<file path="src/rtl/serial_add_pkg.sv">
// serial_add_pkg: shared types and constants for the bit-serial adder.
// Latency: n/a (declarations only).
// Backpressure: n/a. Contents: FSM state enum, default operand width, counter-width helper.
package serial_add_pkg;

  // Default operand width; legal range is 2..32.
  localparam int SA_WIDTH_DEFAULT = 8;

  // Controller states.
  typedef enum logic [1:0] {
    IDLE  = 2'd0,
    SHIFT = 2'd1,
    DONE  = 2'd2
  } sa_state_e;

  // Bits needed for a counter that must represent 0..w.
  function automatic int sa_cnt_bits(input int w);
    return $clog2(w + 1);
  endfunction

endpackage

</file>
<file path="src/rtl/serial_add_if.sv">
// serial_add_if: request/result bundle between a requester and serial_add.
// Latency: n/a (wires only). Signals: start, a, b, c_i (requester -> adder);
// busy, done, s, c_o (adder -> requester); ovf when SERIAL_ADD_OVF_EN is defined.
// Backpressure: none in the bundle; start is only sampled while the adder is idle.
interface serial_add_if #(
  parameter int WIDTH = serial_add_pkg::SA_WIDTH_DEFAULT
);

  logic             start;
  logic [WIDTH-1:0] a;
  logic [WIDTH-1:0] b;
  logic             c_i;
  logic             busy;
  logic             done;
  logic [WIDTH-1:0] s;
  logic             c_o;
`ifdef SERIAL_ADD_OVF_EN
  logic             ovf;
`endif

  // Requester side.
  modport master (
    output start, a, b, c_i,
    input  busy, done, s, c_o
`ifdef SERIAL_ADD_OVF_EN
    , input ovf
`endif
  );

  // Adder side.
  modport slave (
    input  start, a, b, c_i,
    output busy, done, s, c_o
`ifdef SERIAL_ADD_OVF_EN
    , output ovf
`endif
  );

endinterface

</file>
<file path="src/rtl/serial_add_fa_cell.sv">
// fa_cell: one-bit full adder used by the serial adder datapath.
// Latency: purely combinational. Ports: a, b, c_i in; s, c_o out.
// Backpressure: none.
module fa_cell (
  input  logic a,
  input  logic b,
  input  logic c_i,
  output logic s,
  output logic c_o
);

  assign s   = a ^ b ^ c_i;
  assign c_o = (a & b) | (c_i & (a ^ b));

endmodule

</file>
<file path="src/rtl/serial_add.sv">
// serial_add: bit-serial unsigned adder, {c_o,s} = a + b + c_i, one bit per clock.
// Latency: start accepted at edge E0 -> busy after E0..EW, done pulse after EW, WIDTH+2 cycles per add.
// Backpressure: start ignored unless IDLE (no queuing). Ports: clk, rst (async, active high), bus (slave).
// Optional: SERIAL_ADD_OVF_EN adds bus.ovf = carry-into-MSB XOR c_o (two's-complement overflow).
module serial_add
  import serial_add_pkg::*;
#(
  parameter int WIDTH = SA_WIDTH_DEFAULT
) (
  input  logic         clk,
  input  logic         rst,
  serial_add_if.slave  bus
);

  localparam int CW = sa_cnt_bits(WIDTH);

  sa_state_e        state;
  sa_state_e        state_nxt;

  logic [WIDTH-1:0] a_sh;
  logic [WIDTH-1:0] b_sh;
  logic [WIDTH-1:0] s_q;
  logic             cy_q;
  logic             co_q;
  logic [CW-1:0]    cnt_q;
`ifdef SERIAL_ADD_OVF_EN
  logic             ovf_q;
`endif

  logic             accept;
  logic             last_shift;
  logic             busy_c;
  logic             done_c;
  logic             fa_s;
  logic             fa_co;

  // ---------------- FSM ----------------
  always_ff @(posedge clk or posedge rst) begin
    if (rst) begin
      state <= IDLE;
    end else begin
      state <= state_nxt;
    end
  end

  always_comb begin
    state_nxt  = state;
    accept     = 1'b0;
    last_shift = 1'b0;
    busy_c     = 1'b0;
    done_c     = 1'b0;
    case (state)
      IDLE: begin
        if (bus.start) begin
          accept    = 1'b1;
          state_nxt = SHIFT;
        end
      end
      SHIFT: begin
        busy_c = 1'b1;
        // Counter holds the number of shifts already done, so the
        // WIDTH-th shift edge is the one that sees WIDTH-1.
        if (cnt_q == CW'(WIDTH - 1)) begin
          last_shift = 1'b1;
          state_nxt  = DONE;
        end
      end
      DONE: begin
        done_c    = 1'b1;
        state_nxt = IDLE;
      end
      default: begin
        state_nxt = IDLE;
      end
    endcase
  end

  // ---------------- Datapath ----------------
  fa_cell u_fa (
    .a   (a_sh[0]),
    .b   (b_sh[0]),
    .c_i (cy_q),
    .s   (fa_s),
    .c_o (fa_co)
  );

  always_ff @(posedge clk or posedge rst) begin
    if (rst) begin
      a_sh  <= '0;
      b_sh  <= '0;
      s_q   <= '0;
      cy_q  <= 1'b0;
      co_q  <= 1'b0;
      cnt_q <= '0;
`ifdef SERIAL_ADD_OVF_EN
      ovf_q <= 1'b0;
`endif
    end else if (accept) begin
      a_sh  <= bus.a;
      b_sh  <= bus.b;
      cy_q  <= bus.c_i;
      cnt_q <= '0;
      s_q   <= '0;
      co_q  <= 1'b0;
`ifdef SERIAL_ADD_OVF_EN
      ovf_q <= 1'b0;
`endif
    end else if (state == SHIFT) begin
      // Sum bits enter at the MSB, so after WIDTH shifts bit 0 of the
      // operands has reached bit 0 of s.
      s_q   <= {fa_s, s_q[WIDTH-1:1]};
      a_sh  <= a_sh >> 1;
      b_sh  <= b_sh >> 1;
      cy_q  <= fa_co;
      cnt_q <= cnt_q + CW'(1);
      // c_o is a registered copy of the final carry so it stays put in
      // IDLE regardless of later carry-flop activity.
      if (last_shift) begin
        co_q  <= fa_co;
`ifdef SERIAL_ADD_OVF_EN
        // On the MSB step the carry flop is the carry into the MSB.
        ovf_q <= cy_q ^ fa_co;
`endif
      end
    end
  end

  assign bus.busy = busy_c;
  assign bus.done = done_c;
  assign bus.s    = s_q;
  assign bus.c_o  = co_q;
`ifdef SERIAL_ADD_OVF_EN
  assign bus.ovf  = ovf_q;
`endif

endmodule

</file>
<file path="src/flat_wrapper.sv">
// flat-port wrapper written by rule: the top's interface ports become plain ports
module serial_add_flat import serial_add_pkg::*;
#(
  parameter int WIDTH = SA_WIDTH_DEFAULT
)
  (clk, rst, bus_start, bus_a, bus_b, bus_c_i, bus_busy, bus_done, bus_s, bus_c_o);
  serial_add_if #(.WIDTH(WIDTH)) bus_i ();
  input  logic clk;
  input  logic rst;
  input wire logic [$bits(bus_i.start)-1:0] bus_start;
  input wire logic [$bits(bus_i.a)-1:0] bus_a;
  input wire logic [$bits(bus_i.b)-1:0] bus_b;
  input wire logic [$bits(bus_i.c_i)-1:0] bus_c_i;
  output wire logic [$bits(bus_i.busy)-1:0] bus_busy;
  output wire logic [$bits(bus_i.done)-1:0] bus_done;
  output wire logic [$bits(bus_i.s)-1:0] bus_s;
  output wire logic [$bits(bus_i.c_o)-1:0] bus_c_o;
  assign bus_i.start = bus_start;
  assign bus_i.a = bus_a;
  assign bus_i.b = bus_b;
  assign bus_i.c_i = bus_c_i;
  assign bus_busy = bus_i.busy;
  assign bus_done = bus_i.done;
  assign bus_s = bus_i.s;
  assign bus_c_o = bus_i.c_o;
  serial_add #(.WIDTH(WIDTH)) u_core (.clk(clk), .rst(rst), .bus(bus_i));
endmodule
</file>
<file path="config.mk">
export PLATFORM = sky130hd
export DESIGN_NAME = serial_add_flat
export DESIGN_NICKNAME = d
export VERILOG_FILES = /design/src/rtl/serial_add_pkg.sv /design/src/rtl/serial_add_if.sv /design/src/rtl/serial_add_fa_cell.sv /design/src/rtl/serial_add.sv /design/src/flat_wrapper.sv
export SDC_FILE = /design/constraint.sdc
export NUM_CORES = 1
export LEC_CHECK = 0
export BUFFER_PORTS_ARGS = -buffer_cell sky130_fd_sc_hd__buf_2
export CORE_UTILIZATION = 30
export DETAILED_ROUTE_END_ITERATION = 16
export PLACE_DENSITY = 0.59
export SETUP_SLACK_MARGIN = 0.05
export SLEW_MARGIN = 30
export SYNTH_ARGS = -nofsm -noshare
export SYNTH_HDL_FRONTEND = slang
export SYNTH_HIERARCHICAL = 1
export SYNTH_SLANG_ARGS = --single-unit
</file>
<file path="constraint.sdc">
create_clock -name clk -period 1.05 [get_ports clk]
set_input_delay 0.0525 -clock clk [delete_from_list [all_inputs] [get_ports clk]]
set_output_delay 0.0525 -clock clk [all_outputs]
set_load 0.01 [all_outputs]
</file>
==> results.md <==
Synthesis:
- Synthesis instantiated 24 different standard cells from the library.
- The net count after synthesis is 167.
- The top-area cell type share of the netlist area is 52.59%.
- In this run the cell area of the synthesized design comes to 1523 µm².
- Counting flops and latches in the post-synthesis netlist gives 32.
- By area the synthesized netlist is led by sky130_fd_sc_hd__dfrtp_1 53%, sky130_fd_sc_hd__and3b_1 9.2%, sky130_fd_sc_hd__o21ai_1 5.9%, sky130_fd_sc_hd__a22o_1 5.8%, sky130_fd_sc_hd__a21oi_1 5.6%.
- The cell taking the most area after synthesis is sky130_fd_sc_hd__dfrtp_1.
- Of the synthesized area, sequential elements account for 52.59%.
- After synthesis, the mean cell area works out to 10.50 µm².
- Yosys printed 6 warnings.
- The number of instances in the synthesized netlist is 145.

Drt:
- Dividing the detail-routed wire length by the instance count gives 12.30 µm.
- The number of remaining DRC errors is 0.
- The via count is 1244.
- The first detailed-routing pass ran for 4 iterations.
- For this block, the initial DRC count from the detailed router was 42.
- The routed via count divided by cell count is 4.694.
- The wire length reported by the detailed router is 3259 µm.
- Once detail routing completed, the nets flagged for antenna violations numbered 0.

Timing:
- Setup violations remaining at the end of the flow were counted as 30.
- Across all hold checks on the routed design, the worst slack comes to 38.07 ps.
- The smallest setup slack after layout is -150.6 ps.
- The relative max-transition margin is 73.22%.
- Between clock sinks in the finished design, the worst skew comes to 2.447 ps.
- The portion of the clock cycle consumed by the worst path in the final layout is 114.3%.
- Setup repair after global routing could not meet its margin everywhere.
- The number of max-slew violations in the final report is 0.
- Counting I/O delays and the setup requirement, the final critical path takes 1201 ps.
- The highest clock frequency the design can meet is 0.8329 GHz.
- For the pin with the worst max-slew slack, the measured transition is 401.7 ps.
- The number of endpoints with negative hold slack in the final report is 0.

Power:
- The overall power after layout is 6.158 mW.
- Summed over all nets, the switching power comes to 2.155 mW.
- The net switching fraction of the power is 35.00%.
- The cell internal power dissipation is 4.003 mW.
- The combinational power share is 48.8%.
- The power density normalized to cell area is 2855 nW/µm².
- The static power due to leakage is 1.076 nW.
- The sequential share of power is 34.9%.
- The proportion of power drawn by the clock network is 16.2%.
- Across the VDD grid, the largest voltage drop is 923.1 µV.

Final layout:
- After routing the design area is 2157 µm².
- Measured on the finished design, the core utilization comes to 44.78%.
- The area added between synthesis and finish is 41.66%.
- Across the whole layout, storage elements account for 802.0 µm².
- For this run, the post-layout net count is 220.
- The library cell used most frequently in the layout, excluding fill and tap cells, is sky130_fd_sc_hd__dfrtp_1.
- Counting the fill cells in the layout gives 496.
- The library cells used most frequently in the layout, excluding fill and tap cells, are 31 x sky130_fd_sc_hd__dfrtp_1, 28 x sky130_fd_sc_hd__buf_2, 18 x sky130_fd_sc_hd__a21oi_2, 18 x sky130_fd_sc_hd__nand2_1.
- In the final layout, the multi-input gates occupy 737.0 µm².
- The fraction of final layout cells with drive strength greater than 1 is 46.97%.
- The number of antenna repair diodes is 0.

Min path:
- Counting instances, the worst hold path has a depth of 3.
- In this run the worst hold path is classified as in -> reg.
- The worst hold path startpoint is bus_b[7].
- The path with the worst hold slack has its endpoint at u_core/b_sh[7]$_DFFE_PP0P_.

Global route:
- The via count of the first global-routing pass is 1201.
- Entering global routing, the biggest net connects 33 pins.
- The residual overflow from global routing is 0.
- The initial antenna violation count is 0.
- Global routing used 13.65% of the available tracks across all layers.
- The first global-routing pass estimated 5520 µm of wire.

Critical path:
- The critical path endpoint category is a register.
- The worst register-to-register path has a depth of 5.
- The worst path required time is 1220 ps.
- The worst setup path is of the reg -> reg kind.
- Counting both buffers and inverters, the worst setup path holds a total of 3.
- In this run the register-to-register setup slack is -150 ps.
- The critical path goes through buf_4, clkbuf_16, buf_4, a21oi_2, o21ai_1.
- The top cell family by delay on the critical path is flip-flops.
- The most critical setup path has its startpoint at u_core/state[0]$_DFFE_PP0P_.
- The origin of the critical flop-to-flop path is u_core/state[0]$_DFFE_PP0P_.
- STA classifies the critical path startpoint as a register.
- The largest fanout on the critical path is 6.
- The delay contributed by the slowest stage of the critical path is 470 ps.
- The most numerous cell type found on the critical path is sky130_fd_sc_hd__buf_4.
- Data on the critical path arrives at its endpoint at 1370 ps.
- The endpoint identified for the worst register-to-register timing path is u_core/a_sh[5]$_DFFE_PP0P_.
- The slowest stage of the critical path is the sky130_fd_sc_hd__dfrtp_2 cell.

Clocking:
- The later pin in the worst-skew pair is clocked with a latency of 280 ps.
- The clock net in this run drives a total of 32 sinks.
- The number of clock buffers added by TritonCTS is 5.
- The clock tree from TritonCTS is built.
- After clock tree synthesis, the clock-pin slew on the worst setup and hold paths is 60 ps.
- The maximum count of clock buffers along a single path is 2.
- In this run the number of H-tree levels came out at 2.
- In this run the clock root is driven by a sky130_fd_sc_hd__clkbuf_8.

Place:
- The routability-driven placement congestion ratio is 0.6437.
- The standard cell area after detailed placement is 1849 µm².
- The estimated wirelength of the detail-placed design is 2031 µm.
- The total of buffers placed on input and output ports is 30.

Die:
- The floorplan step defined a die boundary enclosing 5365 µm².
- Measured along the x axis, the die boundary spans 73.25 µm.
- The initial utilization of the core area, before any placement, comes to 31.61%.
- The core region is 4817 µm².
- The I/O pin total is 31.
- From bottom edge to top edge, the die measures 73.25 µm.
- Row generation in the floorplan step produced 25 rows.

Run:
- The number of max-cap violations is 0.

Run status:
- The final reports fail on setup timing.
- The run finished, with violations left.
## what timing repair did
action / 4_1_cts / 5_1_grt
cloned: 0 / 1
hold buffers: 1 / 0
buffers inserted: 8 / 3
pin swaps: 3 / 0
gates resized for setup: 20 / 4
setup endpoints to repair: 33 / 34
endpoints found under the hold margin: 32 / 0
## registers in the layout (all words and copies together), names as in the netlist
name            count
u_core/a_sh         8
u_core/b_sh         8
u_core/bus.c_o      1
u_core/bus.s        8
u_core/cnt_q        4
u_core/cy_q         1
u_core/state        2
## worst reg2reg max path, stage by stage, from the launching register on
cell	delay, ps
sky130_fd_sc_hd__dfrtp_2	470
sky130_fd_sc_hd__buf_4	170
sky130_fd_sc_hd__clkbuf_16	140
sky130_fd_sc_hd__buf_4	140
sky130_fd_sc_hd__a21oi_2	120
sky130_fd_sc_hd__o21ai_1	60
## Yosys cell counts, drive strengths merged
cell,instances
nand2,19
and3b,16
a22o,10
nand2b,2
a22oi,1
ha,1
nand3,4
nor2,1
o31ai,1
nor2b,4
mux2i,1
inv,2
and2,1
o21bai,1
nand3b,1
dfrtp,32
buf,11
o21ai,18
fa,1
a21oi,18
## power groups by stage
| stage | combinational [mW] | clock, mW | sequential [mW] |
|---|---|---|---|
| floorplan | 1.82 | 0 | 2.14 |
| global placement | 2.32 | 0 | 2.13 |
| detailed placement | 2.38 | 0 | 2.14 |
| CTS | 2.80 | 1.03 | 2.15 |
| global route | 3.30 | 1.10 | 2.23 |
| finish | 3.01 | 1.00 | 2.15 |
## logic make-up (layout without fill, tap and decap cells)
group           count (synthesis)  after routing  share of synthesized area (%)
compound gates                 49             49                          19.56
fa+ha+maj                       2              2                          2.136
buf+inv                        13             66                          6.244
flops                          32             32                          52.59
mux                             1              1                         0.6574
simple gates                   48             48                          18.82
## per-stage QoR
step                setup TNS (ps)  setup WS (ps)  cells
floorplan                   -293.2         -71.48    145
global placement             -2082         -109.8    245
detailed placement           -2189         -105.7    245
CTS                          -2386         -133.2    261
global route                 -5080         -197.7    265
finish                       -3295         -150.6    265
## area by class of cell
class | instances | share of cell area (%)
inverter | 2 | 0.4640
timing repair buffer | 57 | 19.84
sequential | 32 | 37.18
multi-input combinational | 100 | 34.16
tap | 67 | 3.886
clock buffer | 7 | 4.466
## how the worst max path moves through the flow
| stage | endpoint | depth (start not counted) |
|---|---|---|
| detailed placement | u_core/a_sh[2]$_DFFE_PP0P_ | 4 |
| finish | u_core/a_sh[5]$_DFFE_PP0P_ | 5 |
| floorplan | u_core/bus.s[7]$_DFFE_PP0P_ | 2 |
| CTS | bus_busy | 4 |
| global route | bus_busy | 4 |
| global placement | u_core/a_sh[5]$_DFFE_PP0P_ | 4 |
## layer usage
layer	part of all wire [%]	global-route usage, %	wire length, µm	vias up
met1	49	18.24	1581	587
met3	3.9	3.729	126	9
met4	1.4	5.229	46	0
met5	0	0	0	-
met2	46	20.99	1504	32
li1	-	-	-	616
Power figures use the tool's default switching activity.
